## config.mk

```make
export PLATFORM = sky130hd
export DESIGN_NAME = spi_master_shift
export DESIGN_NICKNAME = d
export VERILOG_FILES = /design/src/rtl/spi_master_shift_pkg.sv /design/src/rtl/spi_master_shift_clk_div.sv /design/src/rtl/spi_master_shift.sv
export SDC_FILE = /design/constraint.sdc
export NUM_CORES = 1
export LEC_CHECK = 0
export CAP_MARGIN = 20
export CORE_UTILIZATION = 50
export CTS_BUF_LIST = sky130_fd_sc_hd__clkbuf_2
export CTS_CLUSTER_DIAMETER = 50
export DETAILED_ROUTE_END_ITERATION = 7
export GPL_TIMING_DRIVEN = 0
export PLACE_DENSITY = 0.87
export REMOVE_ABC_BUFFERS = 1
export SLEW_MARGIN = 20
export SYNTH_ARGS = -nofsm -noshare
export SYNTH_HDL_FRONTEND = slang
export SYNTH_SLANG_ARGS = --single-unit
export TNS_END_PERCENT = 30
```

## constraint.sdc

```tcl
create_clock -name clk -period 8.3 [get_ports clk]
set_input_delay 1.245 -clock clk [delete_from_list [all_inputs] [get_ports clk]]
set_output_delay 1.245 -clock clk [all_outputs]
set_load 0.005 [all_outputs]
```

## src/rtl/spi_master_shift_pkg.sv

```systemverilog
// Shared definitions for the SPI mode-0 master: FSM state encodings and default sizing.
package spi_master_shift_pkg;

  localparam int W_SPI_ST    = 3;
  localparam int W_SPI_DATA  = 32;
  localparam int SPI_CLK_DIV = 4;

  typedef enum logic [W_SPI_ST-1:0] {
    SPI_IDLE  = 3'd0,
    SPI_LEAD  = 3'd1,
    SPI_SHIFT = 3'd2,
    SPI_TRAIL = 3'd3,
    SPI_DONE  = 3'd4
  } spi_state_e;

  // Width of a counter that must hold the values 0..n-1 (never narrower than 1 bit).
  function automatic int spi_cnt_w(input int n);
    return (n <= 2) ? 1 : $clog2(n);
  endfunction

endpackage

```

## src/rtl/spi_master_shift_clk_div.sv

```systemverilog
// Half-period tick generator for the SPI master: one tick every CLK_DIV enabled cycles.
module spi_clk_div
  import spi_master_shift_pkg::*;
#(
  parameter int CLK_DIV = SPI_CLK_DIV
) (
  input  logic clk,
  input  logic rst,
  input  logic i_en,
  input  logic i_clr,
  output logic o_tick
);

  localparam int              CW = spi_cnt_w(CLK_DIV);
  localparam logic [CW-1:0]   TC = CW'(CLK_DIV - 1);

  logic [CW-1:0] r_div_cnt;

  always_ff @(posedge clk or posedge rst) begin
    if (rst) begin
      r_div_cnt <= '0;
    end else if (i_clr) begin
      r_div_cnt <= '0;
    end else if (i_en) begin
      r_div_cnt <= (r_div_cnt == TC) ? '0 : r_div_cnt + 1'b1;
    end
  end

  // Terminal count doubles as the half-period tick; suppressed while held clear.
  assign o_tick = i_en & ~i_clr & (r_div_cnt == TC);

endmodule

```

## src/rtl/spi_master_shift.sv

```systemverilog
// SPI mode-0 master: accepts a parallel word, shifts it out MSB-first on mosi while
// shifting miso in, then presents the received word with a one-cycle rx_valid pulse.
module spi_master_shift
  import spi_master_shift_pkg::*;
#(
  parameter int DATA_W  = W_SPI_DATA,
  parameter int CLK_DIV = SPI_CLK_DIV
) (
  input  logic              clk,
  input  logic              rst,
  input  logic [DATA_W-1:0] i_tx_data,
  input  logic              i_tx_valid,
  output logic              o_tx_ready,
  output logic [DATA_W-1:0] o_rx_data,
  output logic              o_rx_valid,
  output logic              o_busy,
  output logic              o_spi_sclk,
  output logic              o_spi_mosi,
  input  logic              i_spi_miso,
  output logic              o_spi_cs_n
);

  localparam int            BW       = $clog2(DATA_W + 1);
  localparam logic [BW-1:0] LAST_BIT = BW'(DATA_W - 1);
  localparam logic [BW-1:0] ALL_BITS = BW'(DATA_W);

  spi_state_e        r_state;
  logic [DATA_W-1:0] r_tx_sr;
  logic [DATA_W-1:0] r_rx_sr;
  logic [DATA_W-1:0] r_rx_data;
  logic [BW-1:0]     r_bit_cnt;
  logic              r_rx_valid;
  logic              r_tx_ready;
  logic              r_busy;
  logic              r_sclk;
  logic              r_cs_n;

  logic w_tick;
  logic w_accept;
  logic w_div_en;
  logic w_div_clr;

  assign w_accept  = i_tx_valid & r_tx_ready;
  assign w_div_en  = (r_state != SPI_IDLE);
  assign w_div_clr = (r_state == SPI_IDLE);

  spi_clk_div #(
    .CLK_DIV (CLK_DIV)
  ) u_clk_div (
    .clk    (clk),
    .rst    (rst),
    .i_en   (w_div_en),
    .i_clr  (w_div_clr),
    .o_tick (w_tick)
  );

  always_ff @(posedge clk or posedge rst) begin
    if (rst) begin
      r_state    <= SPI_IDLE;
      r_tx_sr    <= '0;
      r_rx_sr    <= '0;
      r_rx_data  <= '0;
      r_bit_cnt  <= '0;
      r_rx_valid <= 1'b0;
      r_tx_ready <= 1'b1;
      r_busy     <= 1'b0;
      r_sclk     <= 1'b0;
      r_cs_n     <= 1'b1;
    end else begin
      r_rx_valid <= 1'b0;
      case (r_state)
        SPI_IDLE: begin
          if (w_accept) begin
            r_tx_sr    <= i_tx_data;
            r_rx_sr    <= '0;
            r_bit_cnt  <= '0;
            r_cs_n     <= 1'b0;
            r_tx_ready <= 1'b0;
            r_busy     <= 1'b1;
            r_state    <= SPI_LEAD;
          end
        end
        SPI_LEAD: begin
          if (w_tick) r_state <= SPI_SHIFT;
        end
        SPI_SHIFT: begin
          if (w_tick) begin
            if (!r_sclk) begin
              r_sclk  <= 1'b1;
              r_rx_sr <= {r_rx_sr[DATA_W-2:0], i_spi_miso};
            end else begin
              r_sclk <= 1'b0;
              // The falling edge after the last bit ends the shift without advancing mosi.
              if (r_bit_cnt == LAST_BIT) begin
                r_bit_cnt <= ALL_BITS;
                r_state   <= SPI_TRAIL;
              end else begin
                r_bit_cnt <= r_bit_cnt + 1'b1;
                r_tx_sr   <= {r_tx_sr[DATA_W-2:0], 1'b0};
              end
            end
          end
        end
        SPI_TRAIL: begin
          if (w_tick) begin
            r_cs_n     <= 1'b1;
            r_rx_valid <= 1'b1;
            r_rx_data  <= r_rx_sr;
            r_tx_sr    <= '0;
            r_state    <= SPI_DONE;
          end
        end
        SPI_DONE: begin
          r_tx_ready <= 1'b1;
          r_busy     <= 1'b0;
          r_state    <= SPI_IDLE;
        end
        default: begin
          r_sclk     <= 1'b0;
          r_cs_n     <= 1'b1;
          r_tx_ready <= 1'b1;
          r_busy     <= 1'b0;
          r_state    <= SPI_IDLE;
        end
      endcase
    end
  end

  // mosi is the shift register MSB, so it changes only on clk edges that load or shift.
  assign o_spi_mosi = r_tx_sr[DATA_W-1];
  assign o_spi_sclk = r_sclk;
  assign o_spi_cs_n = r_cs_n;
  assign o_tx_ready = r_tx_ready;
  assign o_busy     = r_busy;
  assign o_rx_valid = r_rx_valid;
  assign o_rx_data  = r_rx_data;

endmodule

```

---- Word level (Yosys, flattened, before mapping) ----
Index checks and enable logic that the tools add are counted.
word-level totals
  bits in registers ....................... 112
  bits in writable memories ............... 0
  memories kept ........................... 0
  bits in latches ......................... 0
  bits in read-only memories .............. 0
  input port bits ......................... 36
cells by class
  divide/modulo/power cells ............... 0
  muxes and demuxes ....................... 36
  magnitude comparators ................... 0
  bitwise operators ....................... 7
  shifts and indexed selects .............. 0
  equality and inequality tests ........... 14
  multipliers ............................. 0
  reductions and logical operators ........ 16
  $add $sub $neg .......................... 2
operator list
  kind                                                    number
  two-way mux 32 bit                                      8
  case mux 32 bit (3 select lines)                        1
  case mux 32 bit (2 select lines)                        1
  two-way mux 6 bit                                       4
  two-way mux 3 bit                                       6
  case mux 3 bit (4 select lines)                         1
  case mux 6 bit (2 select lines)                         1
  AND reduction 6 bit                                     2
  inequality test 2 bit (second input constant)           5
  AND reduction 4 bit                                     2
  two-way mux 1 bit                                       7
  adder 6 x 1 -> 6 bit (second input constant)            1
  equality test 3 x 2 -> 1 bit (second input constant)    2
  equality test 6 x 5 -> 1 bit (second input constant)    1
  two-way mux 2 bit                                       3
  inequality test 2 x 1 -> 1 bit (second input constant)  3
  case mux 1 bit (2 select lines)                         3
  AND reduction 2 bit                                     3
  nonzero test 3 bit                                      2
  OR reduction 3 bit                                      2
  inverter 1 bit                                          4
  nonzero test 2 bit                                      2
  OR reduction 4 bit                                      1
  bitwise AND 1 bit                                       3
  other kinds (7)                                         7

---- Depth between registers and ports, before layout ----
  word-level depth ........................ 6
  mapped depth ............................ 9
  depth with buffers taken out ............ 6

---- Cells and area by module ----
From an unflattened synthesis, not the netlist that was laid out.
unflattened totals
  cells, all modules ...................... 541
  area, all modules ....................... 5041.1 µm²
modules (own cells, without submodules)
  module            instances  cells each  seq. area each (µm²)  area an instance (µm²)
  spi_master_shift  1          530         2755.1                4929.7
  spi_clk_div       1          11          50.0                  111.4

---- Worst setup path after synthesis ----
Ideal clock, no wire load.
  path type ............................... input to register
  start ................................... in i_tx_valid
  end ..................................... reg r_tx_sr[0]
  arrival ................................. 2.263 ns
  slack ................................... 5.958 ns
  stages on the path ...................... 5
  setup time .............................. 0.079 ns
  cell sequence ........................... and3b_1 > a211oi_2 > a211oi_4 > buf_6 > mux2i_1
between the ends
  word-level cells in the longest chain between the ends .. 3
RTL lines
  what                             RTL line                source
  start: declaration               spi_master_shift.sv:12  input logic i_tx_valid,
  bitwise AND 1 bit                spi_master_shift.sv:43  assign w_accept = i_tx_valid & r_tx_ready;
  inequality test 2 bit (no line)  --
  AND reduction 6 bit (no line)    --
  end signal: assignment           spi_master_shift.sv:74  r_tx_sr <= i_tx_data;
  end signal: assignment           spi_master_shift.sv:99  r_tx_sr <= {r_tx_sr[DATA_W-2:0], 1'b0};
  end: declaration                 spi_master_shift.sv:28  logic [DATA_W-1:0] r_tx_sr;
No other way between the ends.
A chain may end at the register's enable or synchronous reset.

---- Worst setup path after layout ----
  start ................................... reg r_sclk, in the netlist o_spi_sclk
  end ..................................... out o_spi_sclk
RTL lines
  what                      RTL line                source
  start: declaration        spi_master_shift.sv:35  logic r_sclk;
  start signal: assignment  spi_master_shift.sv:67  r_sclk <= 1'b0;
  start signal: assignment  spi_master_shift.sv:89  r_sclk <= 1'b1;
  start signal: assignment  spi_master_shift.sv:92  r_sclk <= 1'b0;
  end: declaration          spi_master_shift.sv:17  output logic o_spi_sclk,
No word-level cell between the ends.

==> impl_metrics.yaml <==
placement:
  placement.io_buffers: 73
  gp_congestion: 0.8966
  dpl.hpwl_mm: 6.484
  place_ws_ps: 4943
  dpl.cell_count: 651
sta:
  setup_viol: 0
  layout_setup_ws_ps: 5308
  finClkSkew_ps: 45.54
  worstMarginPinSlew_ps: 791.0
  fin_crit_sh_pct: 36.05
  max_freq_mhz: 334.2
  hold_ws_ps: 460.5
  hold_violations: 0
  rsz0062_at_grt: "no"
  setup_tns_ps: 0
  finalCriticalPeriod_ps: 2992
  slew-limit-headroom_pct: 47.27
  drv_slew: 0
route:
  drc_errors: 0
  drt_iter0_markers: 107
  ant_nets: 0
  wirelength_mm: 9.799
  dr.pass1.iters: 4
  vias_per_cell: 5.317
  vias: 3552
  wl_per_cell_um: 14.67
die:
  core_mm2: 0.009415
  die_w_um: 101.3
  die_h_um: 101.3
  ioPinCount: 74
  floorplan.initialDensity_pct: 52.37
  die_area_mm2: 0.01026
  row_count: 35
global_routing:
  grt_pass1_vias: 3521
  overflow: 0
  grt_pass1_wl_mm: 16.31
  antenna_found_initial: 0
  track_usage_pct: 20.33
  grt_start_max_net_pins: 62
setup_path:
  crit_path_end_kind: "output port"
  arrival_ps: 1750
  cp_top_family: "flip-flops"
  rr_worst_depth: 5
  cp_slowest_stage_delay_ps: 630
  cp_num_buf_inv: 1
  cp.required_ps: 7050
  r2r_end: "o_rx_data[27]"
  crit_slowest_cell: "dfrtp_1"
  cp_max_fo: 9
  reg2reg_slack_ps: 5790
  path_class: "reg2out"
  crit_path_start_kind: "register"
  cp_cell_sequence: "clkdlybuf4s50_1"
  r2r_start: "r_state[0]"
clock_network:
  clkSlewWorstSetupHoldPaths_ps: 310
  ctsHoldBuffers: 0
  ctsRootBufferMaster: "clkbuf_2"
  clk_path_buf_depth: 2
  cts.sinks: 112
  ctsHtreeMaxLevel: 3
  cts.repair.resized: 0
  cts_tree: "done"
  cts_setup_buffers: 0
  cts_made_buffers: 9
  clock_latency_ps: 600
power:
  p_per_area_mw_per_mm2: 144.1
  ir_worst_vdd_v: 0.00009766
  total_leakage_power_nw: 2.797
logic_synthesis:
  ys.warnings.count: 0
  netlist_area_mm2: 0.004931
  ys_seq_area_share_pct: 56.89
  synth_cells: 475
  avgSynthCellArea_um2: 10.38
  ys_ff_latch: 112
  ys_types: 41
final_layout:
  fin_util_pct: 62.94
  antenna_cells: 0
  nets: 572
  syn_to_final_growth_pct: 20.17
  layout-drive-gt1-share_pct: 6.679
  layout.cells.most_common: "dfrtp_1"
  final_cell_mix: "109 x dfrtp_1, 105 x nand2_1, 73 x clkdlybuf4s50_1"
  finalNonFillerCells: 668
  fillCellCount: 744
min_path:
  hold_end: "u_clk_div.r_div_cnt[0]"
  min_from: "u_clk_div.r_div_cnt[0]"
  worstHoldPathType: "reg2reg"
  min_path_cells: 1
flow_run:
  max-cap-violations: 0
run_status:
  outcome: "complete, no violations"
[per-layer routing]
metal | part of all wire, % | track usage [%]
met3 | 7.3 | 5.245
met2 | 46 | 32.76
met5 | 0 | 0
met4 | 1.7 | 7.135
met1 | 45 | 26.83
[synthesized netlist by cell type (all sizes together)]
master,n,area share (%)
dfrtp,110,56
nand2,105,8.0
inv,38,2.9
a21oi,37,3.8
a22o,34,6.0
mux2i,32,6.5
nor3b,30,4.6
buf,22,3.0
nor2,11,0.84
clkbuf,10,0.79
o21ai,7,0.71
nor3,5,0.74
nand2b,4,0.51
nand3,4,0.41
a211oi,2,0.66
and3,2,0.25
dfstp,2,1.1
ha,2,0.51
nor2b,2,0.25
o32ai,2,0.36
or2,2,0.25
a21o,1,0.15
a221oi,1,0.18
a2bb2oi,1,0.18
a31oi,1,0.13
and3b,1,0.18
nand3b,1,0.15
nand4,1,0.13
nor4,1,0.13
o21a,1,0.15
o311ai,1,0.33
o41ai,1,0.18
xnor2,1,0.18
[kinds of logic after synthesis]
| kind of cell | after synthesis | share of synthesized area (%) |
|---|---|---|
| DFF | 112 | 56.89 |
| adders and majority gates | 2 | 0.5074 |
| xor gates and xnor gates | 1 | 0.1777 |
| and+or+nand+nor | 169 | 16.39 |
| buffers and inverters | 70 | 6.724 |
| AOI/OAI and AO/OA | 89 | 12.81 |
| muxes | 32 | 6.496 |
[cell type report]
type	count	area [µm²]	share of cell area, %
Clock buffer	9	45.04	0.7601
Multi-Input combinational cell	293	1808	30.51
Clock inverter	7	95.09	1.605
Tap cell	129	161.4	2.724
Timing Repair Buffer	80	862.1	14.55
Sequential cell	112	2806	47.36
Inverter	38	147.6	2.492
[metrics by stage]
| step | power, mW | instance area, µm² |
|---|---|---|
| after global placement | 0.5876 | 5634 |
| after floorplan | 0.5679 | 4742 |
| after detailed placement | 0.5899 | 5771 |
| after CTS | 0.8636 | 5911 |
| final | 0.8540 | 5926 |
| after global routing | 0.8890 | 5926 |
[sequential cells by signal, indices dropped and copies added, names as in the netlist]
register and cells:
o_rx_valid 1, o_tx_ready 1, r_state 3, r_rx_sr 32, u_clk_div.r_div_cnt 2, r_bit_cnt 6, r_tx_sr 32, o_spi_cs_n 1
o_rx_data 32, o_spi_sclk 1, o_busy 1
[power by group]
group          total [mW]  leakage, nW  switching (mW)  internal (mW)
Combinational      0.0304         1.34          0.0133         0.0171
Sequential          0.551         1.37         0.00133          0.549
Clock               0.273       0.0837           0.193         0.0804
Total               0.854         2.80           0.207          0.647
[worst max-delay path by stage]
stage	from	to	slack, ps	cells after the start
after floorplan	rst	o_busy	4100	1
after global placement	rst	o_rx_data[0]	2720	2
after detailed placement	i_tx_valid	r_tx_sr[15]	4940	7
after CTS	o_spi_sclk	o_spi_sclk	5270	1
after global routing	o_spi_sclk	o_spi_sclk	5150	1
final	o_spi_sclk	o_spi_sclk	5310	1
Power figures use the tool's default switching activity.
